**src/rtl/jstk2_spi_reader.sv**
```systemverilog
// rtl/jstk2_spi_reader.sv - Pmod JSTK2 SPI poller producing clamped X/Y words and button bits.
module jstk2_spi_reader #(
    parameter int CLK_FREQ_HZ  = 100_000_000,
    parameter int SCLK_FREQ_HZ = 500_000,
    parameter int SS_SETUP_US  = 15,
    parameter int BYTE_GAP_US  = 10,
    parameter int IDLE_US      = 10_000,
    parameter int CLAMP_MAX    = 1000
) (
    input  logic        clk,
    input  logic        rst,
    input  logic        MISO,
    output logic        SS,
    output logic        SCLK,
    output logic [10:0] x_val,
    output logic [10:0] y_val,
    output logic [1:0]  btn,
    output logic        data_valid
);

    localparam int H         = CLK_FREQ_HZ / (2 * SCLK_FREQ_HZ);
    localparam int SETUP_CYC = int'((longint'(SS_SETUP_US) * longint'(CLK_FREQ_HZ)) / 64'd1_000_000);
    localparam int GAP_CYC   = int'((longint'(BYTE_GAP_US) * longint'(CLK_FREQ_HZ)) / 64'd1_000_000);
    localparam int IDLE_CYC  = int'((longint'(IDLE_US) * longint'(CLK_FREQ_HZ)) / 64'd1_000_000);
    localparam int MAX_A     = (SETUP_CYC > GAP_CYC) ? SETUP_CYC : GAP_CYC;
    localparam int MAX_B     = (IDLE_CYC > H) ? IDLE_CYC : H;
    localparam int MAX_CYC   = (MAX_A > MAX_B) ? MAX_A : MAX_B;
    localparam int CW        = $clog2(MAX_CYC + 1);

    localparam logic [CW-1:0] H_LAST     = CW'(H - 1);
    localparam logic [CW-1:0] SETUP_LAST = CW'(SETUP_CYC - 1);
    localparam logic [CW-1:0] GAP_LAST   = CW'(GAP_CYC - 1);
    localparam logic [CW-1:0] IDLE_LAST  = CW'(IDLE_CYC - 1);
    localparam logic [10:0]   CLAMP      = 11'(CLAMP_MAX);

    typedef enum logic [2:0] {
        ST_IDLE,
        ST_SETUP,
        ST_SHIFT,
        ST_GAP,
        ST_HOLD
    } state_t;

    state_t        state;
    logic [CW-1:0] cnt;
    logic [2:0]    bit_cnt;
    logic [2:0]    idx;
    logic [7:0]    shreg;
    logic [9:0]    raw_x;
    logic [9:0]    raw_y;
    logic [1:0]    raw_btn;
    logic [10:0]   x_clamped;
    logic [10:0]   y_clamped;

    always_comb begin
        x_clamped = ({1'b0, raw_x} > CLAMP) ? CLAMP : {1'b0, raw_x};
        y_clamped = ({1'b0, raw_y} > CLAMP) ? CLAMP : {1'b0, raw_y};
    end

    always_ff @(posedge clk or negedge rst) begin
        if (!rst) begin
            state      <= ST_IDLE;
            cnt        <= '0;
            bit_cnt    <= '0;
            idx        <= '0;
            shreg      <= '0;
            raw_x      <= '0;
            raw_y      <= '0;
            raw_btn    <= '0;
            SS         <= 1'b1;
            SCLK       <= 1'b0;
            x_val      <= '0;
            y_val      <= '0;
            btn        <= '0;
            data_valid <= 1'b0;
        end else begin
            data_valid <= 1'b0;
            case (state)
                ST_IDLE: begin
                    if (cnt == IDLE_LAST) begin
                        cnt   <= '0;
                        idx   <= '0;
                        SS    <= 1'b0;
                        state <= ST_SETUP;
                    end else begin
                        cnt <= cnt + 1'b1;
                    end
                end
                ST_SETUP: begin
                    if (cnt == SETUP_LAST) begin
                        cnt     <= '0;
                        bit_cnt <= '0;
                        state   <= ST_SHIFT;
                    end else begin
                        cnt <= cnt + 1'b1;
                    end
                end
                ST_SHIFT: begin
                    if (cnt == H_LAST) begin
                        cnt <= '0;
                        if (!SCLK) begin
                            // Rising SCLK edge: capture the bit the slave has held through the low phase.
                            SCLK  <= 1'b1;
                            shreg <= {shreg[6:0], MISO};
                        end else begin
                            SCLK <= 1'b0;
                            if (bit_cnt == 3'd7) begin
                                bit_cnt <= '0;
                                case (idx)
                                    3'd0:    raw_x[7:0] <= shreg;
                                    3'd1:    raw_x[9:8] <= shreg[1:0];
                                    3'd2:    raw_y[7:0] <= shreg;
                                    3'd3:    raw_y[9:8] <= shreg[1:0];
                                    3'd4:    raw_btn    <= shreg[1:0];
                                    default: ;
                                endcase
                                state <= (idx == 3'd4) ? ST_HOLD : ST_GAP;
                            end else begin
                                bit_cnt <= bit_cnt + 1'b1;
                            end
                        end
                    end else begin
                        cnt <= cnt + 1'b1;
                    end
                end
                ST_GAP: begin
                    if (cnt == GAP_LAST) begin
                        cnt   <= '0;
                        idx   <= idx + 1'b1;
                        state <= ST_SHIFT;
                    end else begin
                        cnt <= cnt + 1'b1;
                    end
                end
                ST_HOLD: begin
                    if (cnt == H_LAST) begin
                        cnt        <= '0;
                        SS         <= 1'b1;
                        x_val      <= x_clamped;
                        y_val      <= y_clamped;
                        btn        <= raw_btn;
                        data_valid <= 1'b1;
                        state      <= ST_IDLE;
                    end else begin
                        cnt <= cnt + 1'b1;
                    end
                end
                default: state <= ST_IDLE;
            endcase
        end
    end

endmodule

```
**config.mk**
```make
export PLATFORM = sky130hd
export DESIGN_NAME = jstk2_spi_reader
export DESIGN_NICKNAME = d
export VERILOG_FILES = /design/src/rtl/jstk2_spi_reader.sv
export SDC_FILE = /design/constraint.sdc
export NUM_CORES = 1
export LEC_CHECK = 0
export BUFFER_PORTS_ARGS = -buffer_cell sky130_fd_sc_hd__buf_2
export CORE_AREA = 2 2 93 95
export CTS_CLUSTER_DIAMETER = 30
export DETAILED_ROUTE_END_ITERATION = 8
export DIE_AREA = 0 0 95 97
export PLACE_DENSITY_LB_ADDON = 0.12
export SLEW_MARGIN = 25
export SYNTH_ARGS = -nofsm -noshare
export SYNTH_HDL_FRONTEND = slang
export SYNTH_SLANG_ARGS = --single-unit
export TNS_END_PERCENT = 30
```
**constraint.sdc**
```tcl
create_clock -name clk -period 2.2 [get_ports clk]
set_clock_uncertainty 0.2 [all_clocks]
set_input_delay 0 -clock clk [delete_from_list [all_inputs] [get_ports clk]]
set_output_delay 0 -clock clk [all_outputs]
set_load 0.005 [all_outputs]
```
After elaboration in Yosys (flattened, before gate mapping)
Index checks and enable logic that the tools add are counted.
Word-level totals
  register bits after elaboration: 86
  bits of input ports: 3
  word-level logic and storage cells: 91
Operators by class
  $add $sub $neg: 3
  order comparisons: 2
  equal/unequal tests: 20
  mux-type cells: 30
  bitwise gates (word level): 1
  reductions and logical operators: 19
Operators with widths (count)
  2-to-1 mux 20 bit: 4
  case mux 20 bit (4 select lines): 1
  2-to-1 mux 3 bit: 14
  AND reduction 5 bit: 5
  adder 20 x 1 -> 20 bit (second input constant): 1
  == test 20 x 10 -> 1 bit (second input constant): 1
  == test 20 x 11 -> 1 bit (second input constant): 1
  == test 20 bit (second input constant): 1
  == test 20 x 7 -> 1 bit (second input constant): 1
  > comparator 10 bit (second input constant): 2
  2-to-1 mux 10 bit: 2
  case mux 3 bit (5 select lines): 1
  != test 2 bit (second input constant): 7
  == test 3 x 2 -> 1 bit (second input constant): 4
  case mux 3 bit (2 select lines): 2
  == test 3 bit (second input constant): 3
  AND reduction 3 bit: 3
  AND reduction 7 bit: 1
  adder 3 x 1 -> 3 bit (second input constant): 2
  == test 3 x 1 -> 1 bit (second input constant): 2
  zero test 3 bit: 2
  nonzero test 2 bit: 3
  2-to-1 mux 1 bit: 5
  AND reduction 2 bit: 2
  other kinds (5): 5

Longest topological paths before layout
  word-level depth: 6
  mapped depth: 8
  mapped depth without buffers: 7

Least setup slack after synthesis
OpenSTA, ideal clock, no wires.
  path type: register to register
  start point: reg cnt[17]
  end point: reg state[0]
  setup time: 0.125 ns
  data arrival time: 1.977 ns
  data required time: 1.875 ns
  slack: -0.102 ns
  stages on the path, launching flop included: 7
  path buffers: 0
  path through: dfrtp_1 nor4_4 nand2_2 o31ai_1 o31ai_1 nor3_2 mux2_2
On the way
  longest elaborated chain between the ends: 3
  elaborated cells between the ends (all ways): 10
  those cells by class: 9 x eq/ne; 1 x reduce/logical
Ends and longest elaborated chain
  start: declaration: RTL line 45  | logic [CW-1:0] cnt;
  start signal: assignment: RTL line 86  | cnt <= cnt + 1'b1;
  start signal: assignment: RTL line 95  | cnt <= cnt + 1'b1;
  start signal: assignment: RTL line 123  | cnt <= cnt + 1'b1;
  == test 20 x 10 -> 1 bit (tied with other cells): RTL line 127  | if (cnt == GAP_LAST) begin
  != test 2 bit (no source line)
  AND reduction 7 bit (no source line) *
  end signal: assignment: RTL line 117  | state <= (idx == 3'd4) ? ST_HOLD : ST_GAP;
  end: declaration: RTL line 44  | state_t state;
Every way passes the cells marked *; elsewhere a longest branch is shown, timed or not.
A chain may end at the register's enable or synchronous reset.

Worst setup path after layout
  start point: reg cnt[18]
  end point: reg state[2]
Same word-level chain as after synthesis.

==> impl_metrics.csv <==
group,metric,value,unit
critical_path,crit_path_end,"state[2]",
grt,grt-busiest-layer,"met2",
yosys,synth_cells,378,
yosys,ys_types,47,
cells_and_area,layout_common_cells,"83 x dfrtp_1, 76 x nand2_1, 50 x buf_4",
floorplanning,rows,33,
drt,wirelength,8.14,mm
placement,placed_cells,550,
yosys,synth_compound_gate_area_share,0.0396,
drt,vias_per_cell,5.08,
drt,drt_pass1_iterations,4,
clock_tree,clk_pin_slew,0.09,ns
cells_and_area,n_antenna_cell,0,
sta,rsz0062_at_grt,"yes",
grt,grt.met2_usage,0.325,
sta,fin_crit_sh,1.02,
yosys,netlist_area,3980,sq um
critical_path,crit_path_max_fanout,3,
power,vdd_drop_max,0.254,mV
floorplanning,core-area,8130,sq um
clock_tree,insertion_delay,0.36,ns
grt,grt_usage,0.196,
sta,fin_ws,-0.0414,ns
yosys,synth_simple_gate_area_frac,0.240,
drt,num_vias,2917,
power,power_density,539,nW/um^2
yosys,synthAdderAreaFrac,0.0283,
sta,report.final.slew_viol_count,0,
drt,antenna_left,0,
yosys,synthFlopType,"dfrtp_1",
clock_tree,cts_sinks,84,
critical_path,worstSetupPathType,"flip-flop to flip-flop",
critical_path,start_kind,"flip-flop",
floorplanning,ios,30,
cells_and_area,mostFrequentLayoutCell,"dfrtp_1",
placement,gp_congestion,0.809,
critical_path,r2r_cells,7,
critical_path,crit_path_cell_trace,"nor4_4, buf_4, nand3_4, a31oi_4, o21ai_2, nor3_4, mux2_4",
sta,period_needed,2.24,ns
cells_and_area,drive_gt1_frac,0.350,
grt,grt-ovfl-total,0,
worst_hold_path,min_path_type,"input pin to flip-flop",
sta,report.final.setup_viol,4,
clock_tree,cts_tree,"yes",
drt,drc,0,
yosys,postSynthAreaPerCell,10.5,sq um
power,power_leakage,2.55,nW
critical_path,r2r_start,"cnt[18]",
grt,grt_pass1_wl,14.1,mm
critical_path,slowest_delay,0.41,ns
yosys,synthXorXnorAreaFrac,0.0396,
grt,grt_max_degree,49,
cells_and_area,syn_to_final_growth,27.3,%
flow_run,maxCapViolations,0,
clock_tree,htree_num_levels,3,
critical_path,r2r-end,"state[2]",
cells_and_area,stdcell_area,5060,sq um
yosys,synth_edf_count,0,
yosys,ys_warn_count,0,
yosys,async_flop_share,1.00,
drt,drt_iter0_drc,86,
sta,hold_violations,0,
floorplanning,die_x,95,um
yosys,seq_area_frac_synth,0.529,
cells_and_area,stdcell_count,574,
critical_path,crit_required,2.24,ns
yosys,ys_seq_elements,84,
critical_path,end_kind,"flip-flop",
clock_tree,cts_root_buffer,"clkbuf_8",
placement,port_buffers,27,
clock_tree,clock_path_buffers,2,
placement,dpl-instance-area,4660,sq um
outcome,status,"finished with violations",
critical_path,critical_path.slowest_cell,"dfrtp_1",
sta,fmax,446,MHz
grt,antenna_found_initial,0,
yosys,muxShareOfSynthArea,0.0987,
floorplanning,die_area,9220,sq um
grt,use_met3,0.0428,
grt,met1_usage,0.255,
clock_tree,numCtsBuffers,9,
grt,grt_pass1_vias,2980,
critical_path,rrSetupSlack,-0.04,ns
yosys,synth_top_family_by_area,"simple AND/OR/NAND/NOR gates",
critical_path,arrival,2.28,ns
critical_path,crit_start,"cnt[18]",
outcome,violations,"negative setup slack",
drt,wire_per_inst,14.2,um
cells_and_area,fin_util,0.623,
cells_and_area,finalNetCount,476,
floorplanning,start_util,0.489,
floorplanning,fp.dieH,97,um
placement,dp_hpwl,5.75,mm
cell type report:
cell class | instances | area, sq um
clock buffer | 9 | 124
clock inverter | 7 | 80.1
fill | 675 | 3070
inverter | 9 | 33.8
multi-input combinational | 273 | 1940
sequential | 84 | 2100
tap | 105 | 131
timing repair buffer | 87 | 652
cells by family (layout without fill, tap and decap cells):
family / after synthesis / after routing
and+or+nand+nor: 184 / 184
DFF: 84 / 84
adders and majority gates: 9 / 9
xor gates and xnor gates: 18 / 18
other: 1 / 2
buffers and inverters: 22 / 112
muxes: 35 / 35
AOI/OAI and AO/OA: 25 / 25
cells in the mapped netlist (4+ instances only):
cell / instances / area (sq um)
inv_1: 9 / 33.8
nor3_1: 10 / 50.1
ha_1: 9 / 113
nand2_1: 77 / 289
nand4_1: 4 / 25.0
buf_2: 4 / 20.0
nor2_1: 28 / 105
dfrtp_1: 83 / 2080
and3_1: 6 / 37.5
mux2_2: 34 / 383
xnor2_1: 10 / 87.6
xor2_1: 8 / 70.1
nand3_1: 25 / 125
clkbuf_1: 7 / 26.3
nor4_1: 4 / 25.0
o21ai_0: 8 / 40.0
per-layer routing:
layer	vias to the layer above	wire length [um]
met5	-	0
met4	0	129
met3	12	183
met2	38	4040
met1	1399	3790
li1	1468	-
flip-flops by register name (all words and copies together) (netlist names), 3 cells and up:
signal,count
bit_cnt,3
cnt,20
idx,3
raw_x,10
raw_y,10
shreg,8
state,3
x_val,10
y_val,10
per-stage QoR:
stage          worst slack (ns)  hold slack, ns  TNS [ns]  power [mW]
6_report                -0.0414           0.230    -0.132        2.73
5_1_grt                  -0.130           0.237     -2.17        2.85
4_1_cts                 -0.0347           0.227    -0.172        2.76
3_5_place_dp            -0.0904          -0.204    -0.318        1.61
3_3_place_gp            -0.0357          -0.208    -0.104        1.61
2_1_floorplan          -0.00231          -0.496  -0.00463        1.58
what timing repair did:
action	CTS	global route
endpoints found under the setup margin	23	51
setup buffers	4	0
hold buffers	4	0
hold endpoints to repair	85	0
resized for setup	13	13
gates cloned	0	0
pin swaps	8	8
power by group:
part	internal [mW]	total, mW	switching [mW]
sequential	1.54	1.54	0
clock	0.539	1.14	0.603
combinational	0.0127	0.0454	0.0327
total	2.09	2.73	0.636
critical path: cells and delay by family, from the launching register on:
family | cells | cell delay, ns
compound gates | 2 | 0.31
flops | 1 | 0.41
mux | 1 | 0.33
simple gates | 3 | 0.69
buf+inv | 1 | 0.18
worst min path at each step:
stage | from | end | slack (ns) | depth (start not counted)
after floorplan | rst | SCLK | -0.50 | 0
after global placement | rst | y_val[8] | -0.21 | 1
after detailed placement | rst | y_val[8] | -0.20 | 1
after CTS | MISO | shreg[0] | 0.23 | 3
after global routing | MISO | shreg[0] | 0.24 | 3
final | MISO | shreg[0] | 0.23 | 3
Note: power is estimated with default switching activity, not from simulation.
